$ cat config.mk
export PLATFORM = sky130hd
export DESIGN_NAME = imem_loader
export DESIGN_NICKNAME = d
export VERILOG_FILES = /design/src/rtl/imem_loader.sv
export SDC_FILE = /design/constraint.sdc
export NUM_CORES = 1
export LEC_CHECK = 0
export ABC_AREA = 1
export CAP_MARGIN = 20
export CORE_ASPECT_RATIO = 1.5
export CORE_UTILIZATION = 45
export CTS_BUF_LIST = sky130_fd_sc_hd__clkbuf_16
export CTS_CLUSTER_DIAMETER = 100
export DETAILED_ROUTE_END_ITERATION = 6
export MAX_ROUTING_LAYER = met4
export PLACE_DENSITY = 0.78
export SLEW_MARGIN = 10
export SYNTH_ARGS = -nofsm -noshare
export SYNTH_HDL_FRONTEND = slang
export SYNTH_SLANG_ARGS = --single-unit
$ cat constraint.sdc
create_clock -name CLK -period 4.7 [get_ports CLK]
set_input_delay 0.94 -clock CLK [delete_from_list [all_inputs] [get_ports CLK]]
set_output_delay 0.94 -clock CLK [all_outputs]
set_load 0.01 [all_outputs]
$ cat src/rtl/imem_loader.sv
// Boot-time instruction memory loader: receives a length-prefixed, XOR-checksummed
// byte stream and turns it into one-cycle word writes at consecutive addresses.
module imem_loader #(
    parameter int          MEM_WORDS = 1024,
    parameter logic [31:0] BASE_ADDR = 32'h0000_0000
) (
    input  logic        CLK,
    input  logic        RST,
    input  logic        RX_VALID,
    input  logic [7:0]  RX_DATA,
    output logic        RX_READY,
    output logic        WE,
    output logic [31:0] WADDR,
    output logic [31:0] WDATA,
    output logic        DONE,
    output logic        ERR
);

    localparam int CW = $clog2(MEM_WORDS + 1);

    typedef enum logic [2:0] {
        S_HDR,
        S_DATA,
        S_CSUM,
        S_DONE,
        S_ERROR
    } state_t;

    state_t          r_state;
    state_t          w_nextState;
    logic [31:0]     r_n;
    logic [7:0]      r_csum;
    logic [1:0]      r_byteIdx;
    logic [CW-1:0]   r_wordCnt;
    logic [23:0]     r_word;
    logic            r_we;
    logic [31:0]     r_waddr;
    logic [31:0]     r_wdata;

    logic            w_loadState;
    logic            w_accept;
    logic [31:0]     w_hdrN;
    logic            w_lastWord;

    // Ready is masked by RST so a byte presented during reset is never handshaken.
    assign w_loadState = (r_state == S_HDR) || (r_state == S_DATA) || (r_state == S_CSUM);
    assign RX_READY    = w_loadState && !RST;
    assign w_accept    = RX_VALID && RX_READY;
    assign w_hdrN      = {RX_DATA, r_n[23:0]};
    assign w_lastWord  = (32'(r_wordCnt) + 32'd1) == r_n;

    assign WE    = r_we;
    assign WADDR = r_waddr;
    assign WDATA = r_wdata;

    always_ff @(posedge CLK) begin
        if (RST) begin
            r_state <= S_HDR;
        end else begin
            r_state <= w_nextState;
        end
    end

    always_comb begin
        w_nextState = r_state;
        DONE        = 1'b0;
        ERR         = 1'b0;
        case (r_state)
            S_HDR: begin
                if (w_accept && r_byteIdx == 2'd3) begin
                    if (w_hdrN > 32'(MEM_WORDS)) begin
                        w_nextState = S_ERROR;
                    end else if (w_hdrN == 32'd0) begin
                        w_nextState = S_CSUM;
                    end else begin
                        w_nextState = S_DATA;
                    end
                end
            end
            S_DATA: begin
                if (w_accept && r_byteIdx == 2'd3 && w_lastWord) begin
                    w_nextState = S_CSUM;
                end
            end
            S_CSUM: begin
                if (w_accept) begin
                    w_nextState = (RX_DATA == r_csum) ? S_DONE : S_ERROR;
                end
            end
            S_DONE: begin
                DONE = 1'b1;
            end
            S_ERROR: begin
                ERR = 1'b1;
            end
            default: begin
                w_nextState = S_HDR;
            end
        endcase
    end

    // The fourth byte of a word goes straight into WDATA, so the write strobe lands
    // exactly one cycle after that byte is accepted.
    always_ff @(posedge CLK) begin
        if (RST) begin
            r_n       <= 32'd0;
            r_csum    <= 8'd0;
            r_byteIdx <= 2'd0;
            r_wordCnt <= '0;
            r_word    <= 24'd0;
            r_we      <= 1'b0;
            r_waddr   <= BASE_ADDR;
            r_wdata   <= 32'd0;
        end else begin
            r_we <= 1'b0;
            if (w_accept) begin
                r_byteIdx <= r_byteIdx + 2'd1;
                case (r_state)
                    S_HDR: begin
                        r_n[8*r_byteIdx +: 8] <= RX_DATA;
                    end
                    S_DATA: begin
                        r_csum <= r_csum ^ RX_DATA;
                        case (r_byteIdx)
                            2'd0: r_word[7:0]   <= RX_DATA;
                            2'd1: r_word[15:8]  <= RX_DATA;
                            2'd2: r_word[23:16] <= RX_DATA;
                            default: begin
                                r_we      <= 1'b1;
                                r_wdata   <= {RX_DATA, r_word};
                                r_waddr   <= BASE_ADDR + (32'(r_wordCnt) << 2);
                                r_wordCnt <= r_wordCnt + 1'b1;
                            end
                        endcase
                    end
                    default: begin
                    end
                endcase
            end
        end
    end

endmodule

Yosys cells after proc, flatten, opt, wreduce, memory -nomap -nowiden

Cells that the tools add are included.

Flip-flop bits (word level): 124
Input bits: 11
Output and inout port bits: 68
Word-level logic and storage cells: 66

$add $sub $neg: 4
Order comparisons: 1
Equality and inequality tests: 12
Shift operators: 2
Multiplexer cells: 11
Bitwise operators: 5
Reduce and logical (&&, ||, !) cells: 20

Operator list:

| cell                    | count |
|---|---|
| $neg 5->34              | 1 |
| $shift 8x34->32 const A | 1 |
| $shiftx 8x34->32        | 1 |
| $bwmux 32               | 1 |
| $eq 12x32->1            | 1 |
| $gt 32x11->1 const B    | 1 |
| $logic_not 32->1        | 1 |
| $mux 3                  | 5 |
| $add 11x1->12 const B   | 1 |
| $pmux 3 s4              | 1 |
| $reduce_and 3->1        | 4 |
| $add 11x1->11 const B   | 1 |
| $eq 8x8->1              | 1 |
| $xor 8x8->8             | 1 |
| $eq 3x2->1 const B      | 2 |
| $reduce_or 3->1         | 2 |
| $eq 2x2->1 const B      | 2 |
| $logic_and 1x1->1       | 4 |
| $ne 2x1->1 const B      | 2 |
| $not 1->1               | 4 |
| $reduce_and 2->1        | 2 |
| $reduce_and 4->1        | 1 |
| $eq 3x1->1 const B      | 1 |
| $eq 3x3->1 const B      | 1 |
| 10 further kinds        | 13 |

Logic depth before layout (Yosys ltp)

Depth in word-level cells: 9
Gate-level depth with buffers: 16
Gate-level depth less buffers: 16

Worst setup path after synthesis

OpenSTA, ideal clock, no wires.

Kind: input port to output port
Start: in RST
End: out RX_READY
Arrival time: 1.593 ns
Data required time: 3.760 ns
Slack: 2.167 ns
Stages on the path: 3
Cells stage by stage: clkbuf_1 clkbuf_1 nor2_1

Longest elaborated chain between the ends: 2

Ends and longest elaborated chain:

| element           | line | RTL |
|---|---|---|
| from (decl)       | 8    | `input logic RST,` |
| $logic_not 1->1   | 47   | `assign RX_READY = w_loadState && !RST;` |
| $logic_and 1x1->1 | 47   |  |
| to (decl)         | 11   | `output logic RX_READY,` |

Every way passes these cells.

Worst setup path in the final report

Ends and elaborated chain as after synthesis.

==> flow_summary_export.csv <==
group,metric,value,unit
outcome,status,"finished clean",
clocking,clk_path_buf_depth,2,
timing,post-route-period-util,68.9,%
timing,rsz0062_at_grt,"false",
die,fp.dieW,93.6,um
finish,final_area,6740,um^2
worst_hold_path,min_path_cells,2,
grt,antenna_found_initial,0,
drt,ant_nets,0,
critical_path,cp_cell_sequence,"buf_2 -> buf_4 -> nor2_1 -> clkdlybuf4s50_1",
timing,tightest_slew,854,ps
timing,hold_viol,0,
pwr,netSwitchingFraction,28.2,%
worst_hold_path,min_to,"WDATA[0]",
grt,grt_first_pass_wirelength,22400,um
timing,drv_slew,0,
clocking,worstSkewPairLatency,420,ps
place,io_buffers,57,
timing,setup_viol,0,
critical_path,endpoint_kind,"primary output",
pwr,p_comb_share,14.1,%
drt,post_drt_wl_per_cell,13.8,um
clocking,cts_setup_buffers,0,
place,placed_cell_area,6140,um^2
pwr,power_frac_clock,46.3,%
critical_path,r2r_cells,8,
critical_path,cp.depth,4,
place,place_inst,946,
synth,syn_inst,779,
drt,drc,0,
clocking,cts_resized,0,
finish,layout.nets,832,
drt,viasPerCell,5.26,
critical_path,start_kind,"primary input",
grt,track_usage,22.4,%
synth,yosysUniqueCellTypes,32,
clocking,ctsRootBufferMaster,"clkbuf_16",
die,die_h,139,um
die,ios,79,
pwr,p_switching,803,uW
pwr,ir_drop,0.312,mV
finish,diodes,0,
synth,synth_area_per_cell,7.26,um^2
drt,firstDrtPassIters,5,
critical_path,cp_max_fo,82,
die,dieArea,13000,um^2
critical_path,worstPathArrival,2300,ps
die,start_util,46.6,%
pwr,power.leakage,0.00255,uW
grt,overflow,0,
pwr,power_frac_seq,39.6,%
clocking,cts.sinks,124,
pwr,internal_power,2050,uW
die,core,12100,um^2
critical_path,critPathKind,"primary input to primary output",
drt,wl,13500,um
place,hpwl,8690,um
clocking,postCtsHoldBufs,0,
timing,fmax,0.309,GHz
worst_hold_path,hp-class,"flip-flop to flip-flop",
timing,slew_headroom,43.1,%
finish,drive_gt1_share,6.67,%
grt,grt_start_max_net_pins,83,
die,rows,49,
timing,fin_crit,3240,ps
critical_path,reg2reg_to,"r_n[1]",
timing,final.setup_skew,5.25,ps
timing,setup-tns-final,0,ps
place,gp_congestion,0.822,
clocking,cts_tree,"yes",
finish,stdcell_count,978,
critical_path,crit_slowest_cell,"buf_4",
synth,synth_area,5660,um^2
critical_path,crit_buf_inv,3,
drt,num_vias,5142,
critical_path,r2r_slack,1470,ps
critical_path,r2r_start,"r_byteIdx[0]",
job,drv_cap,0,
finish,area_growth,19.0,%
grt,grt_pass1_vias,4705,
drt,drt_iter0_drc,276,
critical_path,slowest_delay,640,ps
clocking,clk_pin_slew,60,ps
pwr,cellPowerDensity,423,nW/um^2
clocking,cts.htree.levels,4,
critical_path,cp_top_family,"buffers and inverters",
critical_path,cp.required,3760,ps
synth,synth-seq-area-share,43.9,%
worst_hold_path,holdCritStartpoint,"r_word[0]",
clocking,cts_buffers,17,
synth,ys_seq_elements,124,
synth,yosys_warnings,0,
-- routing by layer --
metal	up-vias	GRT usage (%)	routed length (um)
met1	2360	25.9	5720
met2	165	37.0	6760
li1	2589	-	-
met5	-	-	0
met4	0	10.5	381
met3	28	4.43	635
-- layout by cell type (no fill, tap or decap), types with 5 or more instances in the layout --
master	Yosys	layout
clkdlybuf4s50_1	0	56
dfxtp_1	124	124
nand2_1	179	179
nand3_1	57	57
ha_1	9	9
xor2_1	5	5
conb_1	1	21
nand2_2	5	5
inv_1	51	51
clkinvlp_4	0	5
nor4_1	6	6
xnor2_1	5	5
o21ai_0	41	41
nor2_1	58	58
inv_2	6	6
nor3_1	11	11
a211oi_1	8	8
nand4_1	10	10
a31oi_1	5	5
a21oi_1	114	114
clkbuf_16	0	17
-- worst max path at each step --
stage                 start      endpoint
2_1_floorplan           RST      RX_READY
4_1_cts                 RST      RX_READY
3_5_place_dp            RST  r_wordCnt[7]
6_report                RST      RX_READY
5_1_grt        r_byteIdx[0]        r_n[1]
3_3_place_gp            RST  r_wordCnt[7]
-- cells by family (layout without fill, tap and decap cells) --
logic type	count (synthesis)	in the layout	synth area share, %
compound gates	174	174	16.1
xor+xnor	10	10	1.55
fa+ha+maj	9	9	1.99
buf+inv	123	149	10.4
flops	124	124	43.9
other cells	1	21	0.0663
simple gates	338	338	26.0
-- synthesized netlist by cell type, drive strengths merged --
library cell / number / share of area, %
nand2: 185 / 13
dfxtp: 124 / 44
a21oi: 114 / 10
nor2: 63 / 4.6
inv: 58 / 3.9
nand3: 57 / 5.0
o21ai: 43 / 3.8
buf: 41 / 4.9
clkbuf: 24 / 1.6
nand4: 11 / 1.3
nor3: 11 / 0.97
ha: 9 / 2.0
a211oi: 8 / 1.1
nor4: 7 / 1.0
a31oi: 5 / 0.55
xnor2: 5 / 0.77
xor2: 5 / 0.77
a41oi: 4 / 0.62
and2: 3 / 0.33
conb: 1 / 0.066
or2: 1 / 0.11
-- area by class of cell --
type / instances / area, um^2
Clock inverter: 15 / 173
Sequential cell: 124 / 2480
Clock buffer: 17 / 425
Inverter: 58 / 220
Multi-Input combinational cell: 552 / 2660
Fill cell: 1188 / 5400
Timing Repair Buffer: 59 / 581
Tap cell: 153 / 191
-- flip-flops by register name, summed over array words and instances, names as in the netlist --
signal     cells
r_wordCnt     11
r_state        3
WE             1
r_byteIdx      2
WADDR         11
r_word        24
WDATA         32
r_csum         8
r_n           32
-- power by group through the flow --
stage | combinational, uW | sequential (uW) | clock (uW)
floorplan | 324 | 1140 | 0
global route | 452 | 1130 | 1380
CTS | 399 | 1130 | 1330
detailed placement | 395 | 1150 | 0
finish | 402 | 1130 | 1320
global placement | 391 | 1150 | 0
-- worst register-to-register path: cells and delay by family (launching register included) --
kind / cells / cell delay, ps
buf+inv: 3 / 1000
simple gates: 2 / 690
fa+ha+maj: 1 / 710
flops: 1 / 500
compound gates: 2 / 250
-- per-stage QoR --
step                      utilization (%)  worst slack [ps]  hold WS (ps)  total power (uW)
final                                55.5              1460           460              2850
after global routing                 55.5              1210           476              2970
after CTS                            55.5              1440           461              2860
after detailed placement             50.6              1330           452              1550
after global placement               50.6              1380           450              1540
after floorplan                         -              2170           430              1460
Power figures use the tool's default switching activity.
